[src/rtl/timer_pkg.sv]
// Shared types and constants for the countdown timer controller.
package timer_pkg;

    localparam int unsigned FieldW      = 6;
    localparam int unsigned MaxValDflt  = 59;

    typedef enum logic [1:0] {
        StIdle,
        StRun,
        StPause,
        StExpired
    } timer_state_t;

    function automatic logic [FieldW-1:0] sat_field(input logic [FieldW-1:0] val,
                                                    input logic [FieldW-1:0] limit);
        return (val > limit) ? limit : val;
    endfunction

endpackage

[src/rtl/tick_sync.sv]
// Two-flop synchronizer for the 1 Hz divider output plus a rising-edge detector.
module tick_sync (
    input  logic clk,
    input  logic clr,
    input  logic d_in,
    output logic tick
);

    logic sync1_q, sync2_q, prev_q;

    always_ff @(posedge clk or negedge clr) begin
        if (!clr) begin
            sync1_q <= 1'b0;
            sync2_q <= 1'b0;
            prev_q  <= 1'b0;
        end else begin
            sync1_q <= d_in;
            sync2_q <= sync1_q;
            prev_q  <= sync2_q;
        end
    end

    assign tick = sync2_q & ~prev_q;

endmodule

[src/rtl/timer_ctrl.sv]
// Minutes:seconds countdown controller driven by a 1 Hz divider tick.
// Define TIMER_ALARM_EN to hold alarm high in EXPIRED for ALARM_SECS ticks.
module timer_ctrl
    import timer_pkg::*;
#(
    parameter int unsigned ALARM_SECS = 10,
    parameter int unsigned MAX_VAL    = MaxValDflt
) (
    input  logic              clk,
    input  logic              clr,
    input  logic              div_out,
    output logic              div_clr_n,
    input  logic              load,
    input  logic [FieldW-1:0] load_min,
    input  logic [FieldW-1:0] load_sec,
    input  logic              start,
    input  logic              stop,
    output logic [FieldW-1:0] rem_min,
    output logic [FieldW-1:0] rem_sec,
    output logic              running,
    output logic              done,
    output logic              alarm
);

    localparam logic [FieldW-1:0] MaxField  = FieldW'(MAX_VAL);
    localparam logic [FieldW-1:0] AlarmLast = FieldW'(ALARM_SECS - 1);

    timer_state_t      state_q;
    logic [FieldW-1:0] rem_min_q, rem_sec_q;
    logic              running_q, done_q, div_clr_n_q;
    logic              tick;
    logic              rem_nonzero;

    tick_sync u_tick_sync (
        .clk  (clk),
        .clr  (clr),
        .d_in (div_out),
        .tick (tick)
    );

    assign rem_nonzero = (rem_min_q != '0) || (rem_sec_q != '0);

`ifdef TIMER_ALARM_EN
    logic              alarm_q;
    logic [FieldW-1:0] alarm_cnt_q;
    assign alarm = alarm_q;
`else
    logic [FieldW-1:0] unused_alarm_cfg;
    assign unused_alarm_cfg = AlarmLast;
    assign alarm = 1'b0;
`endif

    always_ff @(posedge clk or negedge clr) begin
        if (!clr) begin
            state_q     <= StIdle;
            rem_min_q   <= '0;
            rem_sec_q   <= '0;
            running_q   <= 1'b0;
            done_q      <= 1'b0;
            div_clr_n_q <= 1'b0;
`ifdef TIMER_ALARM_EN
            alarm_q     <= 1'b0;
            alarm_cnt_q <= '0;
`endif
        end else begin
            done_q <= 1'b0;
            unique case (state_q)
                StIdle, StPause: begin
                    if (stop && state_q == StPause) begin
                        state_q   <= StIdle;
                        rem_min_q <= '0;
                        rem_sec_q <= '0;
                    end else if (start && rem_nonzero) begin
                        // Divider stays cleared for the first RUN cycle, then is released
                        state_q     <= StRun;
                        running_q   <= 1'b1;
                        div_clr_n_q <= 1'b0;
                    end else if (load) begin
                        rem_min_q <= sat_field(load_min, MaxField);
                        rem_sec_q <= sat_field(load_sec, MaxField);
                    end
                end
                StRun: begin
                    div_clr_n_q <= 1'b1;
                    if (stop) begin
                        state_q     <= StPause;
                        running_q   <= 1'b0;
                        div_clr_n_q <= 1'b0;
                    end else if (tick) begin
                        if (rem_sec_q != '0) begin
                            rem_sec_q <= rem_sec_q - 6'd1;
                        end else if (rem_min_q != '0) begin
                            rem_sec_q <= MaxField;
                            rem_min_q <= rem_min_q - 6'd1;
                        end
                        if (rem_min_q == '0 && rem_sec_q <= 6'd1) begin
                            state_q   <= StExpired;
                            running_q <= 1'b0;
                            done_q    <= 1'b1;
`ifdef TIMER_ALARM_EN
                            alarm_q     <= 1'b1;
                            alarm_cnt_q <= '0;
`else
                            div_clr_n_q <= 1'b0;
`endif
                        end
                    end
                end
                StExpired: begin
`ifdef TIMER_ALARM_EN
                    if (stop || (tick && alarm_cnt_q == AlarmLast)) begin
                        state_q     <= StIdle;
                        alarm_q     <= 1'b0;
                        div_clr_n_q <= 1'b0;
                    end else if (tick) begin
                        alarm_cnt_q <= alarm_cnt_q + 6'd1;
                    end
`else
                    state_q <= StIdle;
`endif
                end
                default: state_q <= StIdle;
            endcase
        end
    end

    assign rem_min   = rem_min_q;
    assign rem_sec   = rem_sec_q;
    assign running   = running_q;
    assign done      = done_q;
    assign div_clr_n = div_clr_n_q;

endmodule

[config.mk]
export PLATFORM = sky130hd
export DESIGN_NAME = timer_ctrl
export DESIGN_NICKNAME = d
export VERILOG_FILES = /design/src/rtl/timer_pkg.sv /design/src/rtl/tick_sync.sv /design/src/rtl/timer_ctrl.sv
export SDC_FILE = /design/constraint.sdc
export NUM_CORES = 1
export LEC_CHECK = 0
export CORE_MARGIN = 5
export CORE_UTILIZATION = 40
export CTS_BUF_LIST = sky130_fd_sc_hd__clkbuf_4 sky130_fd_sc_hd__clkbuf_8
export CTS_CLUSTER_DIAMETER = 150
export DETAILED_ROUTE_END_ITERATION = 12
export PLACE_DENSITY = 0.66
export SYNTH_ARGS = -nofsm -noshare
export SYNTH_HDL_FRONTEND = slang
export SYNTH_HIERARCHICAL = 1
export SYNTH_SLANG_ARGS = --single-unit
[constraint.sdc]
create_clock -name clk -period 3 [get_ports clk]
set_input_delay 0.45 -clock clk [delete_from_list [all_inputs] [get_ports clk]]
set_output_delay 0.45 -clock clk [all_outputs]
set_load 0.01 [all_outputs]
==> impl_results.rst <==
.. list-table::
   :header-rows: 1

   * - Metric
     - Value
   * - Post-synthesis cell type with the largest combined area
     - sky130_fd_sc_hd__dfrtp_1
   * - Max-slew violation count
     - 0
   * - Worst Hold Launch
     - u_tick_sync/sync1_q
   * - Global placement routability congestion
     - 0.846
   * - Startpoint of the lowest-slack register-to-register path
     - state_q[0]
   * - Antenna cells
     - 0
   * - 1st-pass router iterations
     - 4
   * - Setup repair after global routing missed its margin
     - false
   * - Die Outline Area
     - 0.00471 sq mm
   * - Kind of critical path
     - flip-flop to flip-flop
   * - Distinct cells, synth
     - 51
   * - Fraction of layout instances using a drive strength above 1
     - 10.2%
   * - Setup TNS
     - 0 ns
   * - Least-Margin Pin Slew
     - 0.904 ns
   * - Number of CTS-inserted buffers
     - 3
   * - Largest net degree at the start of global routing
     - 21
   * - Half-perimeter wire length after detailed placement
     - 2600 microns
   * - Yosys synthesis warning count
     - 6
   * - Post-CTS Resized
     - 0
   * - Synth Instances
     - 148
   * - Fin crit share
     - 73.1%
   * - Worst clock skew on the final layout
     - 0.00646 ns
   * - Via-per-instance ratio
     - 5.65
   * - Via count of the first global-routing pass
     - ~1200
   * - Overflow left after global routing
     - 0
   * - Max Clock Freq
     - about 0.46 GHz
   * - Number of antenna violations at the first check in global routing
     - 0
   * - Worst slew margin relative to its limit
     - 39.6%
   * - Outcome
     - finished clean
   * - Library cell used as clock root buffer
     - sky130_fd_sc_hd__clkbuf_4
   * - Fin. Hold Viols
     - 0
   * - Seq/Total Area, Yosys
     - 36.4%
   * - Internal reg-to-reg setup slack
     - 0.81 ns
   * - Max Cap Viol
     - 0
   * - Peak supply drop
     - 347 uV
   * - Required time at the endpoint of the critical path
     - 3.20 ns
   * - Vias
     - around 1300
   * - Worst hold-check path type
     - flip-flop to flip-flop
   * - Quantity of I/O buffers inserted on ports
     - 32
   * - Starting density of the core
     - 41.2%
   * - Critical Path Sink Type
     - flip-flop
   * - Deepest clock path buffer count
     - 2
   * - Min Tclk post-route
     - 2.19 ns
   * - Wire length after detailed routing
     - 3370 microns
   * - Total standard cell area after synthesis
     - 0.00138 sq mm
   * - Leakage
     - 0.700 nW
   * - Data arrival time at the worst-slack endpoint
     - 2.39 ns
   * - Endpoint of the worst-slack reg-to-reg timing path
     - rem_sec[3]
   * - Post-route antenna net violation count
     - 0
   * - Sink count of the clock tree
     - 20
   * - Final #Nets
     - 202
   * - Total global-route track usage
     - 15.7%
   * - CP startpoint kind
     - flip-flop
   * - PwrDens
     - roughly 840 mW/mm^2
   * - Drc violations
     - 0
   * - Chip Width
     - 68.6 microns
   * - I/O pin count
     - 34
   * - Synth top area cells
     - sky130_fd_sc_hd__dfrtp_1 (36%), sky130_fd_sc_hd__o21ai_0 (5.5%), sky130_fd_sc_hd__ha_1 (4.5%)
   * - Clk slew on worst S/H paths
     - 0.10 ns
   * - Clock tree from TritonCTS
     - yes
   * - Hold Path End
     - u_tick_sync/sync2_q
   * - Worst r2r path cells
     - 5
   * - Total of endpoints with negative setup slack in the final report
     - 0
   * - Count of cells along the worst hold path
     - 0
   * - Number of H-tree levels
     - 1
   * - Buffers inserted during post-CTS setup optimization
     - 0
   * - Latest clock arrival within the worst-skew pair
     - 0.30 ns
   * - Post-synth top area share
     - 36.4%
   * - Flops & latches, synth
     - 20
   * - Maximum fanout along the worst path
     - 16
   * - Number of DRC violations after detailed-routing iteration 0
     - 28
   * - Placement row count
     - 21
   * - Area delta synth->final
     - 26.6%
   * - Final worst hold slack
     - around 0.37 ns
   * - Core Box Area
     - 0.00334 sq mm
   * - Hold Buf Count CTS
     - 0
   * - Global-route wire length before repair
     - 5470 microns
   * - Mean routed wirelength per cell
     - 15.1 microns
   * - Syn Nets
     - 171
   * - Vertical die dimension
     - 68.6 microns
   * - Synthesized area divided by synthesized cell count
     - just over 9 sq um
[layer usage]
| metal | GRT usage, % | part of all wire, % | vias up |
|---|---|---|---|
| li1 | - | - | 605 |
| met1 | 18.5 | 44 | 620 |
| met2 | 27.7 | 50 | 34 |
| met3 | 4.38 | 5.8 | 2 |
| met4 | 4.47 | 0.53 | 0 |
| met5 | 0 | 0 | - |
[placed cells by master (no fill, tap or decap), types with 2 or more instances in the layout]
master | Yosys | layout
sky130_fd_sc_hd__clkdlybuf4s50_1 | 0 | 32
sky130_fd_sc_hd__dfrtp_1 | 20 | 20
sky130_fd_sc_hd__o21ai_0 | 15 | 15
sky130_fd_sc_hd__inv_1 | 9 | 9
sky130_fd_sc_hd__nor2_1 | 9 | 9
sky130_fd_sc_hd__a21oi_1 | 8 | 8
sky130_fd_sc_hd__nand2_1 | 8 | 8
sky130_fd_sc_hd__a31oi_1 | 6 | 6
sky130_fd_sc_hd__nand3_1 | 5 | 5
sky130_fd_sc_hd__ha_1 | 5 | 5
sky130_fd_sc_hd__nand2b_1 | 4 | 4
sky130_fd_sc_hd__o211ai_1 | 4 | 4
sky130_fd_sc_hd__nor3_1 | 3 | 3
sky130_fd_sc_hd__a21o_1 | 3 | 3
sky130_fd_sc_hd__a32oi_1 | 3 | 3
sky130_fd_sc_hd__mux2_4 | 3 | 3
sky130_fd_sc_hd__clkbuf_4 | 0 | 3
sky130_fd_sc_hd__or3_1 | 2 | 2
sky130_fd_sc_hd__nor2b_1 | 2 | 2
sky130_fd_sc_hd__xor2_1 | 2 | 2
sky130_fd_sc_hd__a22o_1 | 2 | 2
sky130_fd_sc_hd__mux2_1 | 2 | 2
[through the flow]
| step | cells | setup slack (ns) | cell area [sq um] | total power [mW] | utilization, % |
|---|---|---|---|---|---|
| 2_1_floorplan | 148 | 1.04 | 1380 | 1.02 | - |
| 3_3_place_gp | 220 | 0.724 | 1720 | 1.33 | 51.5 |
| 3_5_place_dp | 220 | 0.672 | 1720 | 1.34 | 51.5 |
| 6_report | 223 | 0.808 | 1740 | 1.46 | 52.2 |
| 5_1_grt | 223 | 0.628 | 1740 | 1.60 | 52.2 |
| 4_1_cts | 223 | 0.829 | 1740 | 1.48 | 52.2 |
[how the worst max path moves through the flow]
stage / from / end / slack [ns]
finish: state_q[0] / rem_sec[3] / 0.81
CTS: state_q[0] / rem_sec[3] / 0.83
global placement: stop / rem_min[3] / 0.72
floorplan: rem_min[0] / rem_sec[0] / 1.04
global route: state_q[0] / rem_sec[0] / 0.63
detailed placement: stop / rem_min[3] / 0.67
[synthesized netlist by cell type (all sizes together)]
library cell,instances
o2111ai,1
ha,5
and3,2
nor3,4
a22o,2
mux2,6
and2,2
conb,1
and4,1
a21o,3
nand2b,4
o211ai,4
nand4,1
o22ai,1
o2bb2ai,1
nand3b,2
a32oi,3
nand2,8
o21a,1
o32ai,1
o221ai,1
nor4,1
nor3b,1
inv,9
buf,3
o21ai,16
a31oi,6
or4b,1
a21oi,9
xor2,2
dfrtp,20
nor2,9
nor2b,3
nand3,6
a41oi,2
or3,2
clkbuf,3
xnor2,1
[cell type report]
class,count,area (sq um)
fill,337,1600
tap,46,57.6
inverter,9,33.8
timing repair buffer,32,320
clock buffer,3,22.5
multi-input combinational,113,806
sequential,20,500
[sequential cells by signal, indices dropped and copies added (netlist names)]
name                 flops
rem_min                  6
rem_sec                  6
state_q                  2
div_clr_n                1
done                     1
running                  1
u_tick_sync/prev_q       1
u_tick_sync/sync1_q      1
u_tick_sync/sync2_q      1
[kinds of logic after synthesis]
kind of cell               synth area share [%]
adders and majority gates                  4.55
and+or+nand+nor                            21.4
DFF                                        36.4
AOI/OAI and AO/OA                          24.8
other                                     0.273
buffers and inverters                      5.00
xor gates and xnor gates                   1.91
muxes                                      5.73
[worst max-delay path: stages, from the launching register on]
cell and delay [ns]:
sky130_fd_sc_hd__dfrtp_1 0.54, sky130_fd_sc_hd__nand2b_1 0.37, sky130_fd_sc_hd__nor2_1 0.26, sky130_fd_sc_hd__a21o_1 0.31
sky130_fd_sc_hd__and3_4 0.30, sky130_fd_sc_hd__mux2_4 0.30
[where the power goes]
part / total, mW / internal [mW] / switching [mW] / leakage, nW
logic: 0.819 / 0.420 / 0.399 / 0.443
clock network: 0.126 / 0.0469 / 0.0793 / 0.0138
registers: 0.519 / 0.368 / 0.151 / 0.243
total: 1.46 / 0.834 / 0.630 / 0.700
(Power assumes the default switching activity.)
